===== src/rtl/seq_alu_pkg.sv =====
// seq_alu shared types and helpers.
// Opcodes, FSM states and the leading-zero counter.
package seq_alu_pkg;

  // Widest operand clz_count can scan.
  localparam int MAX_W = 256;

  typedef enum logic [3:0] {
    OP_ADD  = 4'd0,
    OP_SUB  = 4'd1,
    OP_MUL  = 4'd2,
    OP_DIV  = 4'd3,
    OP_AND  = 4'd4,
    OP_OR   = 4'd5,
    OP_XOR  = 4'd6,
    OP_CLO  = 4'd7,
    OP_CLZ  = 4'd8,
    OP_SLL  = 4'd9,
    OP_SRL  = 4'd10,
    OP_SRA  = 4'd11,
    OP_ROTR = 4'd12
  } aluop_e;

  typedef enum logic [1:0] {
    IDLE,
    EXEC,
    ITER,
    FIN
  } state_e;

  function automatic logic [15:0] clz_count(
    input logic [MAX_W-1:0] v,
    input int               w
  );
    logic [15:0] n;
    logic        seen;
    n    = '0;
    seen = 1'b0;
    for (int i = MAX_W - 1; i >= 0; i--) begin
      if (i < w) begin
        if (v[i]) seen = 1'b1;
        else if (!seen) n = n + 16'd1;
      end
    end
    return n;
  endfunction

endpackage


===== src/rtl/seq_alu_iter.sv =====
// seq_alu iterative datapath: shift-add multiply and
// restoring divide sharing one 2*WIDTH accumulator.
module seq_alu_iter
  import seq_alu_pkg::*;
#(
  parameter int WIDTH = 32
) (
  input  logic               clk,
  input  logic               rst,
  input  logic               load,
  input  logic               step,
  input  logic               divMode,
  input  logic [WIDTH-1:0]   opA,
  input  logic [WIDTH-1:0]   opB,
  output logic [2*WIDTH-1:0] acc
);

  logic [WIDTH-1:0]   operand;
  logic               mode;
  logic [WIDTH:0]     addSum;
  logic [WIDTH:0]     remTrial;
  logic [WIDTH:0]     remDiff;
  logic [2*WIDTH-1:0] accNext;

  // MUL: acc = {partial, multiplier}; DIV: acc = {rem, quotient}.
  always_comb begin
    addSum   = {1'b0, acc[2*WIDTH-1:WIDTH]} + {1'b0, operand};
    remTrial = {acc[2*WIDTH-1:WIDTH], acc[WIDTH-1]};
    remDiff  = remTrial - {1'b0, operand};
    accNext  = acc;
    if (mode) begin
      if (remDiff[WIDTH])
        accNext = {remTrial[WIDTH-1:0], acc[WIDTH-2:0], 1'b0};
      else
        accNext = {remDiff[WIDTH-1:0], acc[WIDTH-2:0], 1'b1};
    end else if (acc[0]) begin
      accNext = {addSum, acc[WIDTH-1:1]};
    end else begin
      accNext = {1'b0, acc[2*WIDTH-1:1]};
    end
  end

  always_ff @(posedge clk) begin
    if (rst) begin
      acc     <= '0;
      operand <= '0;
      mode    <= 1'b0;
    end else if (load) begin
      acc     <= {{WIDTH{1'b0}}, divMode ? opA : opB};
      operand <= divMode ? opB : opA;
      mode    <= divMode;
    end else if (step) begin
      acc <= accNext;
    end
  end

endmodule


===== src/rtl/seq_alu.sv =====
// seq_alu top: start/busy/done ALU with double-width
// registered result and invert/increment post-processing.
module seq_alu
  import seq_alu_pkg::*;
#(
  parameter  int WIDTH = 32,
  localparam int SHW   = $clog2(WIDTH)
) (
  input  logic             clk,
  input  logic             rst,
  input  logic             start,
  input  logic [3:0]       aluop,
  input  logic [WIDTH-1:0] a,
  input  logic [WIDTH-1:0] b,
  input  logic             output_inverted,
  input  logic             output_inc,
  output logic             busy,
  output logic             done,
  output logic [WIDTH-1:0] res_high,
  output logic [WIDTH-1:0] res_low,
  output logic             div_by_zero,
  output logic             illegal_op
);

  localparam logic [SHW-1:0] LAST = SHW'(WIDTH - 1);

  state_e             state;
  state_e             stateNext;
  logic [WIDTH-1:0]   opA;
  logic [WIDTH-1:0]   opB;
  logic [3:0]         op;
  logic               inv;
  logic               inc;
  logic [SHW-1:0]     cnt;
  logic [SHW-1:0]     sh;
  logic [2*WIDTH-1:0] acc;
  logic [2*WIDTH-1:0] raw;
  logic [2*WIDTH-1:0] rawNext;
  logic [2*WIDTH-1:0] post;
  logic               dzPend;
  logic               illPend;
  logic               dzNext;
  logic               illNext;
  logic               accept;
  logic               iterOp;
  logic [WIDTH:0]     sum;
  logic [2*WIDTH-1:0] sll;
  logic [2*WIDTH-1:0] srl;
  logic [2*WIDTH-1:0] sra;
  logic [2*WIDTH-1:0] rot;

  // Busy covers the done cycle so a start there is ignored.
  assign busy   = (state != IDLE) || done;
  assign accept = start && !busy;
  assign iterOp = (aluop == OP_MUL)
               || ((aluop == OP_DIV) && (b != '0));

  seq_alu_iter #(
    .WIDTH(WIDTH)
  ) uIter (
    .clk    (clk),
    .rst    (rst),
    .load   (accept),
    .step   (state == ITER),
    .divMode(aluop == OP_DIV),
    .opA    (a),
    .opB    (b),
    .acc    (acc)
  );

  always_comb begin
    stateNext = state;
    unique case (state)
      IDLE:    if (accept) stateNext = iterOp ? ITER : EXEC;
      EXEC:    stateNext = FIN;
      ITER:    if (cnt == LAST) stateNext = EXEC;
      FIN:     stateNext = IDLE;
      default: stateNext = IDLE;
    endcase
  end

  always_comb begin
    sh  = opB[SHW-1:0];
    sum = {1'b0, opA} + {1'b0, opB};
    sll = {{WIDTH{1'b0}}, opA} << sh;
    srl = {opA, {WIDTH{1'b0}}} >> sh;
    sra = $signed({opA, {WIDTH{1'b0}}}) >>> sh;
    rot = {opA, opA} >> sh;
    rawNext = '0;
    dzNext  = 1'b0;
    illNext = 1'b0;
    unique case (op)
      OP_ADD: rawNext = {{(WIDTH-1){1'b0}}, sum};
      OP_SUB: rawNext = {{WIDTH{opA < opB}}, opA - opB};
      OP_MUL: rawNext = acc;
      OP_DIV: begin
        if (opB == '0) begin
          rawNext = {opA, {WIDTH{1'b1}}};
          dzNext  = 1'b1;
        end else begin
          rawNext = acc;
        end
      end
      OP_AND: rawNext = {{WIDTH{1'b0}}, opA & opB};
      OP_OR:  rawNext = {{WIDTH{1'b0}}, opA | opB};
      OP_XOR: rawNext = {{WIDTH{1'b0}}, opA ^ opB};
      OP_CLO: rawNext = {{WIDTH{1'b0}},
                WIDTH'(clz_count(MAX_W'(~opA), WIDTH))};
      OP_CLZ: rawNext = {{WIDTH{1'b0}},
                WIDTH'(clz_count(MAX_W'(opA), WIDTH))};
      OP_SLL: rawNext = sll;
      OP_SRL: rawNext = {srl[WIDTH-1:0], srl[2*WIDTH-1:WIDTH]};
      OP_SRA: rawNext = {sra[WIDTH-1:0], sra[2*WIDTH-1:WIDTH]};
      OP_ROTR: rawNext = {{WIDTH{1'b0}}, rot[WIDTH-1:0]};
      default: illNext = 1'b1;
    endcase
  end

  always_comb begin
    post = inv ? ~raw : raw;
    if (inc) post = post + (2*WIDTH)'(1);
  end

  always_ff @(posedge clk) begin
    if (rst) begin
      state       <= IDLE;
      done        <= 1'b0;
      res_high    <= '0;
      res_low     <= '0;
      div_by_zero <= 1'b0;
      illegal_op  <= 1'b0;
      cnt         <= '0;
      opA         <= '0;
      opB         <= '0;
      op          <= '0;
      inv         <= 1'b0;
      inc         <= 1'b0;
      raw         <= '0;
      dzPend      <= 1'b0;
      illPend     <= 1'b0;
    end else begin
      state <= stateNext;
      done  <= (state == FIN);
      if (accept) begin
        opA         <= a;
        opB         <= b;
        op          <= aluop;
        inv         <= output_inverted;
        inc         <= output_inc;
        cnt         <= '0;
        div_by_zero <= 1'b0;
        illegal_op  <= 1'b0;
      end
      if (state == ITER) cnt <= cnt + SHW'(1);
      if (state == EXEC) begin
        raw     <= rawNext;
        dzPend  <= dzNext;
        illPend <= illNext;
      end
      if (state == FIN) begin
        {res_high, res_low} <= post;
        div_by_zero         <= dzPend;
        illegal_op          <= illPend;
      end
    end
  end

endmodule


===== config.mk =====
export PLATFORM = sky130hd
export DESIGN_NAME = seq_alu
export DESIGN_NICKNAME = d
export VERILOG_FILES = /design/src/rtl/seq_alu_pkg.sv /design/src/rtl/seq_alu_iter.sv /design/src/rtl/seq_alu.sv
export SDC_FILE = /design/constraint.sdc
export NUM_CORES = 2
export LEC_CHECK = 0
export BUFFER_PORTS_ARGS = -buffer_cell sky130_fd_sc_hd__buf_4
export CAP_MARGIN = 20
export CORE_MARGIN = 5
export CORE_UTILIZATION = 40
export CTS_BUF_LIST = sky130_fd_sc_hd__clkbuf_4
export DETAILED_ROUTE_END_ITERATION = 7
export GPL_TIMING_DRIVEN = 0
export REMOVE_ABC_BUFFERS = 1
export SLEW_MARGIN = 20
export SYNTH_ARGS = -nofsm -noshare
export SYNTH_HDL_FRONTEND = slang
export SYNTH_SLANG_ARGS = --single-unit

===== constraint.sdc =====
create_clock -name clk -period 19.3 [get_ports clk]
set_input_delay 0.965 -clock clk [delete_from_list [all_inputs] [get_ports clk]]
set_output_delay 0.965 -clock clk [all_outputs]
set_load 0.02 [all_outputs]

# Word level (Yosys, flattened, before mapping)
# Cells that the tools add are included.
[word_totals]
reg_bits = 307
wordCells = 467
inputBits = 73
out_inout_bits = 68
[classes]
n_shift = 4
n_bitwise = 5
n_mux = 335
addsub = 68
n_lt_le_gt_ge = 1
n_eq_ne = 20
n_reduce_logical = 15
[op_table]
columns = ["op", "n"]
rows = [
  ["$mux W16", 186],
  ["$add A16 B1 Y16 const B", 62],
  ["$pmux W64 S13", 1],
  ["$mux W64", 6],
  ["$mux W1", 132],
  ["$mux W32", 4],
  ["$add A32 B32 Y33", 2],
  ["$add A64 B1 Y64 const B", 1],
  ["$not A64 Y64", 1],
  ["$shl A32 B5 Y64", 1],
  ["$shr A64 B5 Y32", 1],
  ["$shr A64 B5 Y64", 1],
  ["$sshr A64 B5 Y64", 1],
  ["$sub A33 B32 Y33", 1],
  ["$and A32 B32 Y32", 1],
  ["$logic_not A32 Y1", 1],
  ["$lt A32 B32 Y1", 1],
  ["$not A32 Y32", 1],
  ["$or A32 B32 Y32", 1],
  ["$reduce_bool A32 Y1", 1],
  ["$sub A32 B32 Y32", 1],
  ["$xor A32 B32 Y32", 1],
  ["$eq A4 B4 Y1 const B", 5],
  ["$eq A4 B2 Y1 const B", 4],
  ["other kinds (19)", 31],
]

# Longest topological paths before layout
[depth]
word_depth = 127
mapped_depth = 108
depth_no_buf = 106

# By module
# Synthesis repeated with hierarchy kept, for this count alone.
[hier_totals]
cells_unflattened = 5244
area_unflattened_um2 = 37133.1
[by_module_without_submodules]
columns = ["mod", "instances", "cells_each", "seq_area_each_um2", "area_per_inst_um2"]
rows = [
  ["seq_alu", 1, 4119, 4204.0, 28309.7],
  ["seq_alu_iter", 1, 1125, 1941.9, 8823.5],
]

# Worst setup path before layout
# OpenSTA, ideal clock, no wires.
[synth_timing]
kind = "register to register"
from = "register opA[31]"
to = "register raw[7]"
path_buffers = 3
arrival_time_ns = 18.342
path_stages_with_launch = 108
required_ns = 19.214
period_less_slack_ns = 18.428
setup_time_ns = 0.086
slack_ns = 0.872
cell_sequence = "dfxtp_1 -> buf_2 -> clkbuf_1 -> buf_1 -> a21oi_1 -> ha_1 -> o21a_1 -> ha_1 -> or4_4 -> and2_1 -> o21a_1 -> ha_1 -> nand2_1 -> nand2_1 -> ha_1 -> mux2i_1 -> nor3_1 -> a21oi_1 -> [72 not listed] -> ha_1 -> mux2i_1 -> o21bai_1 -> ha_1 -> nand2_1 -> o21ai_0 -> ha_1 -> nor2b_1 -> nand2_1 -> or4_1 -> a21oi_1 -> inv_1 -> o32a_1 -> xnor3_2 -> o32ai_1 -> and3_1 -> o21ai_1 -> a221oi_2"
[synth_via]
elab_chain_len = 127
word_cells_on_any_way = 380
classes_between = "add/sub (62); shift (4); mux (313); bitwise (1)"
[synth_rtl]
columns = ["item", "line_no", "rtl"]
rows = [
  ["start, declared", "seq_alu.sv:29", "logic [WIDTH-1:0] opA;"],
  ["start signal, assigned", "seq_alu.sv:133", "opA <= '0;"],
  ["start signal, assigned", "seq_alu.sv:145", "opA <= a;"],
  ["$not A32 Y32", "seq_alu.sv:108", "WIDTH'(clz_count(MAX_W'(~opA), WIDTH))};"],
  ["$mux W1", "seq_alu_pkg.sv:41", "if (v[i]) seen = 1'b1;"],
  ["$mux W16", "seq_alu.sv:92", "unique case (op)"],
  ["$add A16 B1 Y16", "seq_alu_pkg.sv:42", "else if (!seen) n = n + 16'd1;"],
  ["$mux W16", "seq_alu_pkg.sv:42", ""],
  ["$mux W16", "seq_alu_pkg.sv:41", ""],
  ["$mux W16", "seq_alu.sv:92", ""],
  ["$add A16 B1 Y16", "seq_alu_pkg.sv:42", ""],
  ["[111 not listed]", "n/a", ""],
  ["$add A16 B1 Y16", "seq_alu_pkg.sv:42", ""],
  ["$mux W16", "seq_alu_pkg.sv:42", ""],
  ["$mux W16", "seq_alu_pkg.sv:41", ""],
  ["$mux W16", "seq_alu.sv:92", ""],
  ["$add A16 B1 Y16", "seq_alu_pkg.sv:42", ""],
  ["$mux W16", "seq_alu_pkg.sv:42", ""],
  ["$mux W16", "seq_alu_pkg.sv:41", ""],
  ["$pmux W64 S13 (*)", "seq_alu.sv:92", ""],
  ["end signal, assigned", "seq_alu.sv:156", "raw <= rawNext;"],
  ["end, declared", "seq_alu.sv:37", "logic [2*WIDTH-1:0] raw;"],
]
# Mark *: on every way between the ends. The rest lies on a longest branch, timed or not. The select of a mux whose other input is x is not followed.
# A chain may end at the register's enable or synchronous reset.

# Worst setup path after layout
[layout_timing]
from = "register opA[30]"
to = "register raw[8]"
[layout_via]
elab_chain_len = 123
word_cells_on_any_way = 368
classes_between = "add/sub (60); shift (4); mux (303); bitwise (1)"
[layout_rtl]
columns = ["item", "line_no"]
rows = [
  ["$not A32 Y32", "seq_alu.sv:108"],
  ["$mux W16", "seq_alu_pkg.sv:41"],
  ["$mux W16", "seq_alu.sv:92"],
  ["$add A16 B1 Y16", "seq_alu_pkg.sv:42"],
  ["$mux W16", "seq_alu_pkg.sv:42"],
  ["$mux W16", "seq_alu_pkg.sv:41"],
  ["$mux W16", "seq_alu.sv:92"],
  ["$add A16 B1 Y16", "seq_alu_pkg.sv:42"],
  ["[107 not listed]", "n/a"],
  ["$add A16 B1 Y16", "seq_alu_pkg.sv:42"],
  ["$mux W16", "seq_alu_pkg.sv:42"],
  ["$mux W16", "seq_alu_pkg.sv:41"],
  ["$mux W16", "seq_alu.sv:92"],
  ["$add A16 B1 Y16", "seq_alu_pkg.sv:42"],
  ["$mux W16", "seq_alu_pkg.sv:42"],
  ["$mux W16", "seq_alu_pkg.sv:41"],
  ["$pmux W64 S13 (*)", "seq_alu.sv:92"],
]
# Marked as above.

==> summary.txt <==
Status
  – Status: finished clean

Timing
  – Post-Route Skew: 0.1061 ns
  – Fmax achieved: 0.05251 GHz
  – Slew headroom: 0.2424
  – Worst hold slack: 0.3007 ns
  – Final setup violation count: 0
  – Final Hold Vio Count: 0
  – Min Clock Period, post-route: 19.05 ns
  – Count of final max-slew check failures: 0
  – Crit path setup slack, layout: 0.2549 ns
  – Unrepaired setup endpoints after global routing: true
  – Period utilization: 0.9868
  – Least-Margin Pin Slew: 1.128 ns

Synthesis
  – Top post-synthesis cells by area: dfxtp_1, mux2i_1, ha_1
  – Post-synth ARST share: 0
  – Mux cell area share after synthesis: 0.1024
  – EDFF count, synth: 0
  – Synth warnings: 0
  – Simple-Gate Fraction of Synth Area: 0.2320
  – Yosys cell types: 103
  – Compound-Gate Fraction of Synth Area: 0.2703
  – Yosys top cell by area: dfxtp_1
  – Synth top cells by count: nor2_1, nand2_1, a21oi_1
  – Post-Synth Adder-Cell Area: 0.08339
  – Ys flop type: dfxtp_1
  – Post-synthesis cell area: 35710 sq um
  – Cell with the most instances after synthesis: nor2_1
  – Synthesized netlist cell count: 5104
  – Synth Register Bits: 307
  – Synth Area in XOR/XNOR: 0.07915
  – Syn Area/Cell: 6.997 sq um
  – Post-synth top area share: 0.1721
  – Largest family of logic cells by synthesized area: compound AO/OA/AOI/OAI gates
  – Sequential fraction of the synthesis area: 0.1721

Critical path
  – CP startpoint: opA[30]
  – Critical Path Stages: 106
  – Reg2Reg Depth: 106
  – Most used cell, CP: ha_1
  – Critical Path AT: 19.79 ns
  – CP bufs+invs: 5
  – Worst path slowest cell: or4_4
  – Worst reg2reg endpoint: raw[8]
  – CP top delay family: adder cells
  – Reg-to-reg slack, setup: 0.25 ns
  – CP Capture Point: raw[8]
  – Crit. End Element: flop
  – Crit path max fanout: 3
  – Worst setup SP type: flop
  – WS Path Type: reg2reg
  – Required time worst endpoint: 20.05 ns
  – Slowest stage delay, CP: 0.55 ns
  – Worst r2r src: opA[30]

Final layout
  – Post-route insts no fill: 6323
  – Multi-input gate area: 27880 sq um
  – Fraction of layout cells with a size suffix above 1: 0.1108
  – Fin util: 0.4519
  – Sequential cell area: 6191 sq um
  – Nets: 5403
  – FILL cells: 9144
  – Area growth syn-to-layout: 12.01%

Hold path
  – Min-delay worst type: in2reg
  – Hold path cells: 3

Pwr
  – Maximum vdd drop: 0.08283 mV
  – Pleak: 14.94 nW
  – P per Cell Area: 127.1 nW/um^2
  – Int Pwr: 2.458 mW
  – Switching Fraction: 0.5166
  – Part of the power in the clock network: 0.120
  – Sequential cell fraction of total power: 0.185
  – Net Switching: 2.627 mW
  – Combinational group share of total power: 0.696

CTS
  – CTS max path bufs: 3
  – Clock transition at path regs: 0.07 ns
  – CTS buffer count: 87
  – Root buf cell: clkbuf_4
  – TritonCTS clock tree: done
  – CTS Hold Bufs: 0
  – CTS Sinks: 307
  – Htree depth: 3
  – Skew-Pair Late Insertion Delay: 0.91 ns

GRT
  – Initial antenna violation count: 8
  – Vias in the first global route: 35140
  – First-pass GRT wire length: 221200 um
  – Largest net degree at the start of global routing: 120
  – Global route total overflow: 0
  – Total GRT Usage: 0.2953

Floorplan
  – DIE WIDTH: 308.8 um
  – Core Footprint: 88510 sq um
  – Top Ports: 141
  – Initial Util: 0.4035
  – Die ar.: 95350 sq um
  – Rows: 109
  – DIE HEIGHT: 308.8 um

Place
  – Routability congestion estimate: 1.056
  – DPL Wire Length: 112100 um
  – PortBufs: 140
  – Worst slack, placed: -1.599 ns
  – Placed Cells: 6106

Routing
  – Vias/cell: 6.170
  – Antenna-violating nets left: 0
  – Final WL: 147500 um
  – Pre-Repair DR Iteration Count: 6
  – Initial DRC count: 4119
  – Via count: 39020
  – Number of remaining DRC errors: 0
  – Wirelength per Cell: 23.32 um

Job
  – Max-Cap Viols: 0
power groups by stage:
stage / combinational (mW) / sequential [mW] / clock (mW)
finish: 3.54 / 0.939 / 0.608
global route: 3.84 / 0.947 / 0.658
CTS: 3.27 / 0.932 / 0.625
detailed placement: 3.04 / 0.948 / 0
global placement: 2.93 / 0.983 / 0
floorplan: 2.21 / 0.871 / 0
worst min-delay path, delay by kind of cell:
family	cells	cell delay [ns]
buffers and inverters	1	0.11
AO/OA/AOI/OAI	1	0.05
AND/OR/NAND/NOR	1	0.05
registers in the layout, indices dropped and copies added, names as in the netlist, 2 cells and up:
name and cells:
opA 32, res_high 32, res_low 32, uIter.acc 64, state 2, raw 64
cnt 5, opB 32, op 4, uIter.operand 32
placed cells by master, fill, tap and decap left out, drive strengths merged, types with 19 or more instances in the layout:
cell     count
mux2        26
a311oi      21
nand3b      23
dfxtp      307
nor2b       56
a211oi     111
xor2       113
mux2i      318
a31oi       44
a22oi       44
o21ai      335
or3         34
xnor2      178
and2        39
clkbuf     118
nor3       116
o211ai      54
a21oi      479
a221oi      55
o21a        24
nand4       40
o22ai       53
inv        213
clkinv      22
o221ai      23
nor2       619
a21o        44
nand2      588
nand2b      47
and3        43
nor4        42
o21bai      32
buf        261
nand3      106
o2111ai     22
o31ai       19
ha         226
cell type report:
type / count / share of cell area
diodes: 3 / 0.0001877
clock buffers: 118 / 0.02215
clock inverters: 26 / 0.004223
inverters: 217 / 0.02080
multi-input cells: 4225 / 0.6970
flip-flops and latches: 307 / 0.1548
well taps: 1165 / 0.03644
repair buffers: 262 / 0.06444
stage by stage:
| step | power, mW | instance area [sq um] | setup TNS (ns) |
|---|---|---|---|
| after detailed placement | 3.990 | 38000 | -8.558 |
| after floorplan | 3.077 | 34360 | 0 |
| after global routing | 5.445 | 40000 | -3.439 |
| final | 5.085 | 40000 | 0 |
| after global placement | 3.918 | 36870 | -11.83 |
| after CTS | 4.826 | 39530 | -0.02335 |
cell families (layout without fill, tap and decap cells):
kind of cell,after synthesis,in the layout
fa+ha+maj,237,237
mux,352,352
flops,307,307
simple gates,1820,1820
buf+inv,572,623
xor+xnor,300,300
other cells,0,3
compound gates,1516,1516
what timing repair did:
action / CTS / global route
gates cloned: 1 / 0
resized for setup: 41 / 43
hold endpoints to repair: 0 / 0
setup buffers: 37 / 31
endpoints found under the setup margin: 8 / 8
pin swaps: 33 / 65
layer usage:
metal | up-vias | global-route usage | wire [um]
met4 | 6 | 0.1205 | 6879
li1 | 18470 | - | -
met5 | - | 0 | 42
met2 | 1796 | 0.4407 | 61670
met3 | 310 | 0.06443 | 14020
met1 | 18430 | 0.4137 | 64850
worst min-delay path by stage:
stage / end / start / slack, ns
5_1_grt: inv / output_inverted / 0.28
6_report: inv / output_inverted / 0.30
4_1_cts: inv / output_inverted / 0.23
3_5_place_dp: cnt[3] / cnt[3] / 0.46
2_1_floorplan: cnt[3] / cnt[3] / 0.42
3_3_place_gp: res_low[1] / res_low[1] / 0.46
Note: power is estimated with default switching activity, not from simulation.
